==> src/rtl/manchester_frame_extractor_if.sv <==
// rtl/manchester_frame_extractor_if.sv - FIFO write port between the frame extractor and the RX FIFO
interface manchester_frame_extractor_if;
  logic [7:0] e_data;
  logic       w_enable;
  logic       full;

  modport master (output e_data, output w_enable, input full);
  modport slave  (input e_data, input w_enable, output full);
endinterface

==> src/rtl/manchester_frame_extractor.sv <==
// rtl/manchester_frame_extractor.sv - Manchester line decoder that locks on preamble/SFD and writes header bytes to a FIFO
module manchester_frame_extractor #(
  parameter int HALF_SAMPLES = 5,
  parameter int SKIP_BYTES   = 6,
  parameter int FIELD_BYTES  = 8,
  parameter int MAX_PAYLOAD  = 1504,
  parameter int CNT_W        = 11
) (
  input  logic                          clk,
  input  logic                          rst,
  input  logic                          ethernet_in,
  input  logic                          pass_payload,
  manchester_frame_extractor_if.master  fifo,
  output logic                          frame_start,
  output logic                          frame_done,
  output logic                          frame_err,
  output logic [1:0]                    err_code,
  output logic [CNT_W-1:0]              byte_count
);
  localparam int TW  = $clog2(3 * HALF_SAMPLES + 1);
  localparam int T2W = TW + 1;
  localparam int SW  = $clog2(SKIP_BYTES + FIELD_BYTES + MAX_PAYLOAD + 2);

  // Edge classes are decided on 2*t so half-sample thresholds stay exact.
  localparam logic [T2W-1:0] T2_VIOL    = T2W'(HALF_SAMPLES);
  localparam logic [T2W-1:0] T2_MID     = T2W'(3 * HALF_SAMPLES);
  localparam logic [TW-1:0]  T_HALF     = TW'(HALF_SAMPLES);
  localparam logic [TW-1:0]  T_MAX      = TW'(3 * HALF_SAMPLES);
  localparam logic [SW-1:0]  SKIP_LAST  = SW'(SKIP_BYTES - 1);
  localparam logic [SW-1:0]  FIELD_LAST = SW'(FIELD_BYTES - 1);
  localparam logic [SW-1:0]  PAY_MAX    = SW'(MAX_PAYLOAD);

  typedef enum logic [2:0] {IDLE, HUNT, SKIP, FIELD, PAYLOAD, DROP} state_t;

  state_t           state;
  logic             s1, s2, s3;
  logic [TW-1:0]    t;
  logic [15:0]      shift;
  logic [2:0]       bit_cnt;
  logic [SW-1:0]    seg_cnt;
  logic             pay_latch;
  logic             wr_pend;
  logic [7:0]       wr_byte;

  logic             edge_seen, viol, mid, loss, byte_done;
  logic             in_frame, write_due, err_now, err_to_idle;
  logic [1:0]       err_val;
  logic [15:0]      shift_nx;
  logic [CNT_W-1:0] bc_inc;

  // Classify the current line edge and pick the single error to report this cycle.
  always_comb begin
    edge_seen   = s2 ^ s3;
    viol        = edge_seen && ({t, 1'b0} < T2_VIOL);
    mid         = edge_seen && ({t, 1'b0} >= T2_MID);
    loss        = !edge_seen && (t == T_MAX - 1'b1);
    shift_nx    = {shift[14:0], s2};
    byte_done   = mid && (bit_cnt == 3'd7);
    bc_inc      = (byte_count == '1) ? byte_count : byte_count + 1'b1;
    in_frame    = (state == SKIP) || (state == FIELD) || (state == PAYLOAD);
    write_due   = wr_pend && in_frame;
    err_now     = 1'b0;
    err_val     = 2'b00;
    err_to_idle = 1'b0;
    if (in_frame) begin
      if (viol) begin
        err_now = 1'b1;
        err_val = 2'b01;
      end else if (loss && ((state != PAYLOAD) || (bit_cnt != 3'd0))) begin
        err_now     = 1'b1;
        err_val     = 2'b01;
        err_to_idle = 1'b1;
      end else if (write_due && fifo.full) begin
        err_now = 1'b1;
        err_val = 2'b10;
      end else if ((state == PAYLOAD) && byte_done && (seg_cnt == PAY_MAX)) begin
        err_now = 1'b1;
        err_val = 2'b11;
      end
    end
  end

  // Two-flop synchroniser followed by the previous-level register for edge detection.
  always_ff @(posedge clk) begin
    if (rst) begin
      s1 <= 1'b1;
      s2 <= 1'b1;
      s3 <= 1'b1;
    end else begin
      s1 <= ethernet_in;
      s2 <= s1;
      s3 <= s2;
    end
  end

  // Samples since the last mid-bit edge; the first edge after idle counts as a bit boundary.
  always_ff @(posedge clk) begin
    if (rst) begin
      t <= T_MAX;
    end else if ((state == IDLE) && edge_seen) begin
      t <= T_HALF;
    end else if ((state != IDLE) && mid) begin
      t <= '0;
    end else if (t < T_MAX) begin
      t <= t + 1'b1;
    end
  end

  // Frame FSM: bit assembly, byte routing, delayed FIFO write and error reporting.
  always_ff @(posedge clk) begin
    if (rst) begin
      state         <= IDLE;
      shift         <= '0;
      bit_cnt       <= '0;
      seg_cnt       <= '0;
      pay_latch     <= 1'b0;
      wr_pend       <= 1'b0;
      wr_byte       <= '0;
      fifo.e_data   <= '0;
      fifo.w_enable <= 1'b0;
      frame_start   <= 1'b0;
      frame_done    <= 1'b0;
      frame_err     <= 1'b0;
      err_code      <= '0;
      byte_count    <= '0;
    end else begin
      frame_start   <= 1'b0;
      frame_done    <= 1'b0;
      frame_err     <= 1'b0;
      fifo.w_enable <= 1'b0;
      if (write_due && !err_now) begin
        fifo.w_enable <= 1'b1;
        fifo.e_data   <= wr_byte;
        wr_pend       <= 1'b0;
      end
      if (in_frame && mid) begin
        shift   <= shift_nx;
        bit_cnt <= bit_cnt + 1'b1;
      end
      if (err_now) begin
        frame_err <= 1'b1;
        err_code  <= err_val;
        wr_pend   <= 1'b0;
        state     <= err_to_idle ? IDLE : DROP;
        if (byte_done) byte_count <= bc_inc;
      end else begin
        case (state)
          IDLE: begin
            if (edge_seen) begin
              shift <= '0;
              state <= HUNT;
            end
          end
          HUNT: begin
            if (viol || loss) begin
              state <= IDLE;
            end else if (mid) begin
              shift <= shift_nx;
              if (shift_nx == 16'hAAAB) begin
                frame_start <= 1'b1;
                byte_count  <= '0;
                bit_cnt     <= '0;
                seg_cnt     <= '0;
                pay_latch   <= pass_payload;
                state       <= SKIP;
              end
            end
          end
          SKIP: begin
            if (byte_done) begin
              byte_count <= bc_inc;
              if (seg_cnt == SKIP_LAST) begin
                seg_cnt <= '0;
                state   <= FIELD;
              end else begin
                seg_cnt <= seg_cnt + 1'b1;
              end
            end
          end
          FIELD: begin
            if (byte_done) begin
              byte_count <= bc_inc;
              wr_pend    <= 1'b1;
              wr_byte    <= shift_nx[7:0];
              if (seg_cnt == FIELD_LAST) begin
                seg_cnt <= '0;
                state   <= PAYLOAD;
              end else begin
                seg_cnt <= seg_cnt + 1'b1;
              end
            end
          end
          PAYLOAD: begin
            if (loss) begin
              frame_done <= 1'b1;
              state      <= IDLE;
            end else if (byte_done) begin
              byte_count <= bc_inc;
              seg_cnt    <= seg_cnt + 1'b1;
              if (pay_latch) begin
                wr_pend <= 1'b1;
                wr_byte <= shift_nx[7:0];
              end
            end
          end
          DROP: begin
            if (loss) state <= IDLE;
          end
          default: state <= IDLE;
        endcase
      end
    end
  end
endmodule

==> src/flat_wrapper.sv <==
// flat-port wrapper written by rule: the top's interface ports become plain ports
module manchester_frame_extractor_flat 
#(
  parameter int HALF_SAMPLES = 5,
  parameter int SKIP_BYTES   = 6,
  parameter int FIELD_BYTES  = 8,
  parameter int MAX_PAYLOAD  = 1504,
  parameter int CNT_W        = 11
)
  (clk, rst, ethernet_in, pass_payload, frame_start, frame_done, frame_err, err_code, byte_count, fifo_e_data, fifo_w_enable, fifo_full);
  manchester_frame_extractor_if fifo_i ();
  input  logic clk;
  input  logic rst;
  input  logic ethernet_in;
  input  logic pass_payload;
  output logic frame_start;
  output logic frame_done;
  output logic frame_err;
  output logic [1:0] err_code;
  output logic [CNT_W-1:0] byte_count;
  output wire logic [$bits(fifo_i.e_data)-1:0] fifo_e_data;
  output wire logic [$bits(fifo_i.w_enable)-1:0] fifo_w_enable;
  input wire logic [$bits(fifo_i.full)-1:0] fifo_full;
  assign fifo_e_data = fifo_i.e_data;
  assign fifo_w_enable = fifo_i.w_enable;
  assign fifo_i.full = fifo_full;
  manchester_frame_extractor #(.HALF_SAMPLES(HALF_SAMPLES), .SKIP_BYTES(SKIP_BYTES), .FIELD_BYTES(FIELD_BYTES), .MAX_PAYLOAD(MAX_PAYLOAD), .CNT_W(CNT_W)) u_core (.clk(clk), .rst(rst), .ethernet_in(ethernet_in), .pass_payload(pass_payload), .fifo(fifo_i), .frame_start(frame_start), .frame_done(frame_done), .frame_err(frame_err), .err_code(err_code), .byte_count(byte_count));
endmodule
==> config.mk <==
export PLATFORM = sky130hd
export DESIGN_NAME = manchester_frame_extractor_flat
export DESIGN_NICKNAME = d
export VERILOG_FILES = /design/src/rtl/manchester_frame_extractor_if.sv /design/src/rtl/manchester_frame_extractor.sv /design/src/flat_wrapper.sv
export SDC_FILE = /design/constraint.sdc
export NUM_CORES = 1
export LEC_CHECK = 0
export CAP_MARGIN = 0
export CORE_ASPECT_RATIO = 1.5
export CORE_MARGIN = 5
export CORE_UTILIZATION = 40
export DETAILED_ROUTE_END_ITERATION = 8
export GPL_TIMING_DRIVEN = 0
export SLEW_MARGIN = 20
export SYNTH_ARGS = -nofsm -noshare
export SYNTH_HDL_FRONTEND = slang
export SYNTH_SLANG_ARGS = --single-unit
==> constraint.sdc <==
create_clock -name clk -period 6.34 [get_ports clk]
set_input_delay 0.951 -clock clk [delete_from_list [all_inputs] [get_ports clk]]
set_output_delay 0.951 -clock clk [all_outputs]
set_load 0.01 [all_outputs]
==> results.yml <==
run_status:
  status: "finished, final reports clean"
route:
  dr.first_iter.drc_count: 128
  ant_nets: 0
  first_pass_iters: 4
  wl_um: 8585
  via_per_inst: 5.539
  wl_per_cell_um: 15.17
  vias: 3135
  drc: 0
worst_setup_path:
  worst_ep_required_time_ns: 6.56
  cp-end-kind: "flip-flop"
  rrSetupSlack_ns: 3.88
  r2r_start: "u_core.s2"
  slowest_delay_ns: 0.47
  crit_slowest_cell: "clkdlybuf4s50_1"
  worstPathArrival_ns: 2.87
  reg2regPathDepth: 8
  setup.worst_path.class: "in2reg"
  critical_path_peak_fanout: 8
  r2r-end: "u_core.byte_count[8]"
  crit_path_cell_trace: "clkdlybuf4s50_1 > nand2_1 > a21oi_1 > a21oi_1 > a211oi_4 > nand3_1 > mux2_1"
  crit_top_cell: "a21oi_1"
  startpoint_type: "input port"
clock_tree:
  cts_tree: "done"
  cts-buffers-inserted: 9
  holdBufCountCts: 0
  clk_pin_slew_ns: 0.06
  cts_root_buf: "clkbuf_16"
  h-tree-depth: 3
  cts_buffer_depth: 2
  clock_latency_ns: 0.34
  clock_sinks: 74
  cts_setup_buffers: 0
  cts_resized: 0
yosys:
  synth_common_cells: "dfxtp_1, nor2_1, a21oi_1"
  synthCells: 411
  synthDistinctLibCells: 65
  synth_edf_count: 0
  synthesis.area_sq_um: 3630
  ys_seq_area_share_pct: 40.81
  synth_top_area_share_pct: 40.81
  avgSynthCellArea_sq_um: 8.831
  syn-num-nets: 425
  yosysWarningCount: 0
  synth_flop_cell: "dfxtp_1"
  synth_seq_cells: 74
  synth.area.top_cells: "dfxtp_1, nor2_1, mux2i_1, a21oi_1, ha_1"
  yosysMostFrequentCell: "dfxtp_1"
  yosysTopAreaCell: "dfxtp_1"
  synth_async_sr_flop_share_pct: 0
timing:
  rsz0062_at_grt: "false"
  drv_slew: 0
  hold_viol: 0
  finalSetupViolations: 0
  clock_skew_ns: 0.01187
  worst_slew_pin_slew_ns: 0.8322
  min_period_over_period_pct: 41.67
  max_slew_margin_pct: 44.38
  fin_tns_setup_ns: 0
  period_minus_slack_ns: 2.642
  max_freq_mhz: 378.5
power:
  p_leak_nw: 1.499
  p_per_area_nw_per_um2: 297.7
  vdd_drop_max_uv: 166.1
finish:
  drive_gt1_share_pct: 10.75
  finalCoreUtilization_pct: 49.46
  diodes: 0
  syn_to_final_growth_pct: 20.30
  nets: 465
floorplan:
  ioPinCount: 30
  core_sq_um: 8828
  die_h_um: 126.7
  num_rows: 42
  die-area_sq_um: 11120
  die_x_um: 87.78
  start_util_pct: 41.11
global_routing:
  grt_max_degree: 16
  antenna_found_initial: 0
  grt_pass1_wl_um: 14550
  grt.total_usage_pct: 16.37
  grt_overflow: 0
  grt_pass1_vias: 3096
hold_path:
  holdCritPathClass: "reg2reg"
  hold_depth: 1
  hp-start: "u_core.s1"
  holdPathEnd: "u_core.s2"
place:
  dp_hpwl_um: 6416
  io_buffer_count: 29
  gp_congestion: 0.9465
run:
  maxCapViolCount: 0
-- cell usage in the layout (no fill, tap or decap), types with 3 or more instances in the layout --
cell type,synthesis,routed
a211oi_1,5,5
xnor2_1,9,9
a22o_1,11,11
xor2_1,8,8
clkbuf_1,11,11
or2_2,6,6
inv_6,0,3
ha_1,9,9
nand2_1,22,22
buf_2,7,7
nand4b_1,3,3
nor4b_1,5,5
inv_1,12,12
nor2b_1,5,5
o31ai_1,3,3
mux2i_1,18,18
nand4_1,3,3
a21oi_1,25,25
nand2b_1,4,4
nor4_1,7,7
clkbuf_16,0,9
o21ai_0,20,20
nor2_1,61,61
dfxtp_1,74,74
nor3_1,14,14
clkdlybuf4s50_1,0,29
or4_1,3,3
nand3_1,14,14
or3_1,5,5
-- how the worst max path moves through the flow --
stage              start              endpoint  slack [ns]  cells after the start
2_1_floorplan  fifo_full  u_core.byte_count[8]        4.11                      6
3_3_place_gp         rst      u_core.shift[10]        3.36                      4
3_5_place_dp   fifo_full  u_core.byte_count[8]        3.38                      7
4_1_cts              rst      u_core.shift[12]        3.72                      4
5_1_grt        fifo_full  u_core.byte_count[8]        3.58                      7
6_report       fifo_full  u_core.byte_count[8]        3.70                      7
-- state kept, by name, summed over array words and instances (netlist names) --
register and count:
u_core.wr_byte 8, u_core.s2 1, u_core.fifo.w_enable 1, u_core.s3 1, u_core.seg_cnt 11, u_core.wr_pend 1, u_core.err_code 2, u_core.s1 1
u_core.fifo.e_data 8, u_core.bit_cnt 3, u_core.shift 15, u_core.state 3, u_core.frame_err 1, u_core.frame_start 1, u_core.frame_done 1, u_core.t 4
u_core.byte_count 11, u_core.pay_latch 1
-- routing by layer --
layer	part of all wire, %	routed length [um]	vias up	track usage, %
li1	-	-	1558	-
met1	41	3562	1471	18.53
met2	52	4470	79	28.33
met3	3.5	304	27	3.634
met4	2.9	248	0	8.040
met5	0	0	-	0
-- layout make-up --
| type | count | area (sq um) |
|---|---|---|
| fillers | 856 | 4462 |
| clock inverters | 7 | 82.58 |
| well taps | 110 | 137.6 |
| plain buffers | 22 | 107.6 |
| clock buffers | 9 | 225.2 |
| flip-flops and latches | 74 | 1481 |
| inverters | 12 | 45.04 |
| multi-input cells | 303 | 1997 |
| repair buffers | 29 | 290.3 |
-- logic make-up (layout without fill, tap and decap cells) --
logic type / count (synthesis) / after routing / share of synthesized area [%]
buffers and inverters: 34 / 79 / 4.205
AOI/OAI and AO/OA: 87 / 87 / 16.31
and+or+nand+nor: 170 / 170 / 25.75
muxes: 19 / 19 / 5.274
xor gates and xnor gates: 18 / 18 / 4.550
adders and majority gates: 9 / 9 / 3.102
DFF: 74 / 74 / 40.81
-- where the power goes --
group          leakage, nW  switching (mW)  internal [mW]
Combinational        0.756           0.174         0.0958
Sequential           0.598          0.0195          0.485
Clock                0.145           0.214          0.312
-- worst max-delay path, delay by kind of cell --
family,cells,cell delay [ns]
multiplexers,1,0.32
AND/OR/NAND/NOR,2,0.24
AO/OA/AOI/OAI,3,0.88
buffers and inverters,1,0.47
-- through the flow --
step / instances / cell area (sq um) / hold WS, ns / worst slack, ns / power [mW]
final: 566 / 4367 / 0.4129 / 3.698 / 1.300
after global routing: 566 / 4367 / 0.4188 / 3.584 / 1.365
after CTS: 566 / 4365 / 0.4162 / 3.716 / 1.307
after detailed placement: 550 / 4058 / 0.3987 / 3.376 / 0.7810
after global placement: 550 / 4058 / 0.3997 / 3.365 / 0.7769
after floorplan: 411 / 3630 / 0.3895 / 4.114 / 0.7152
Note: power is estimated with default switching activity, not from simulation.
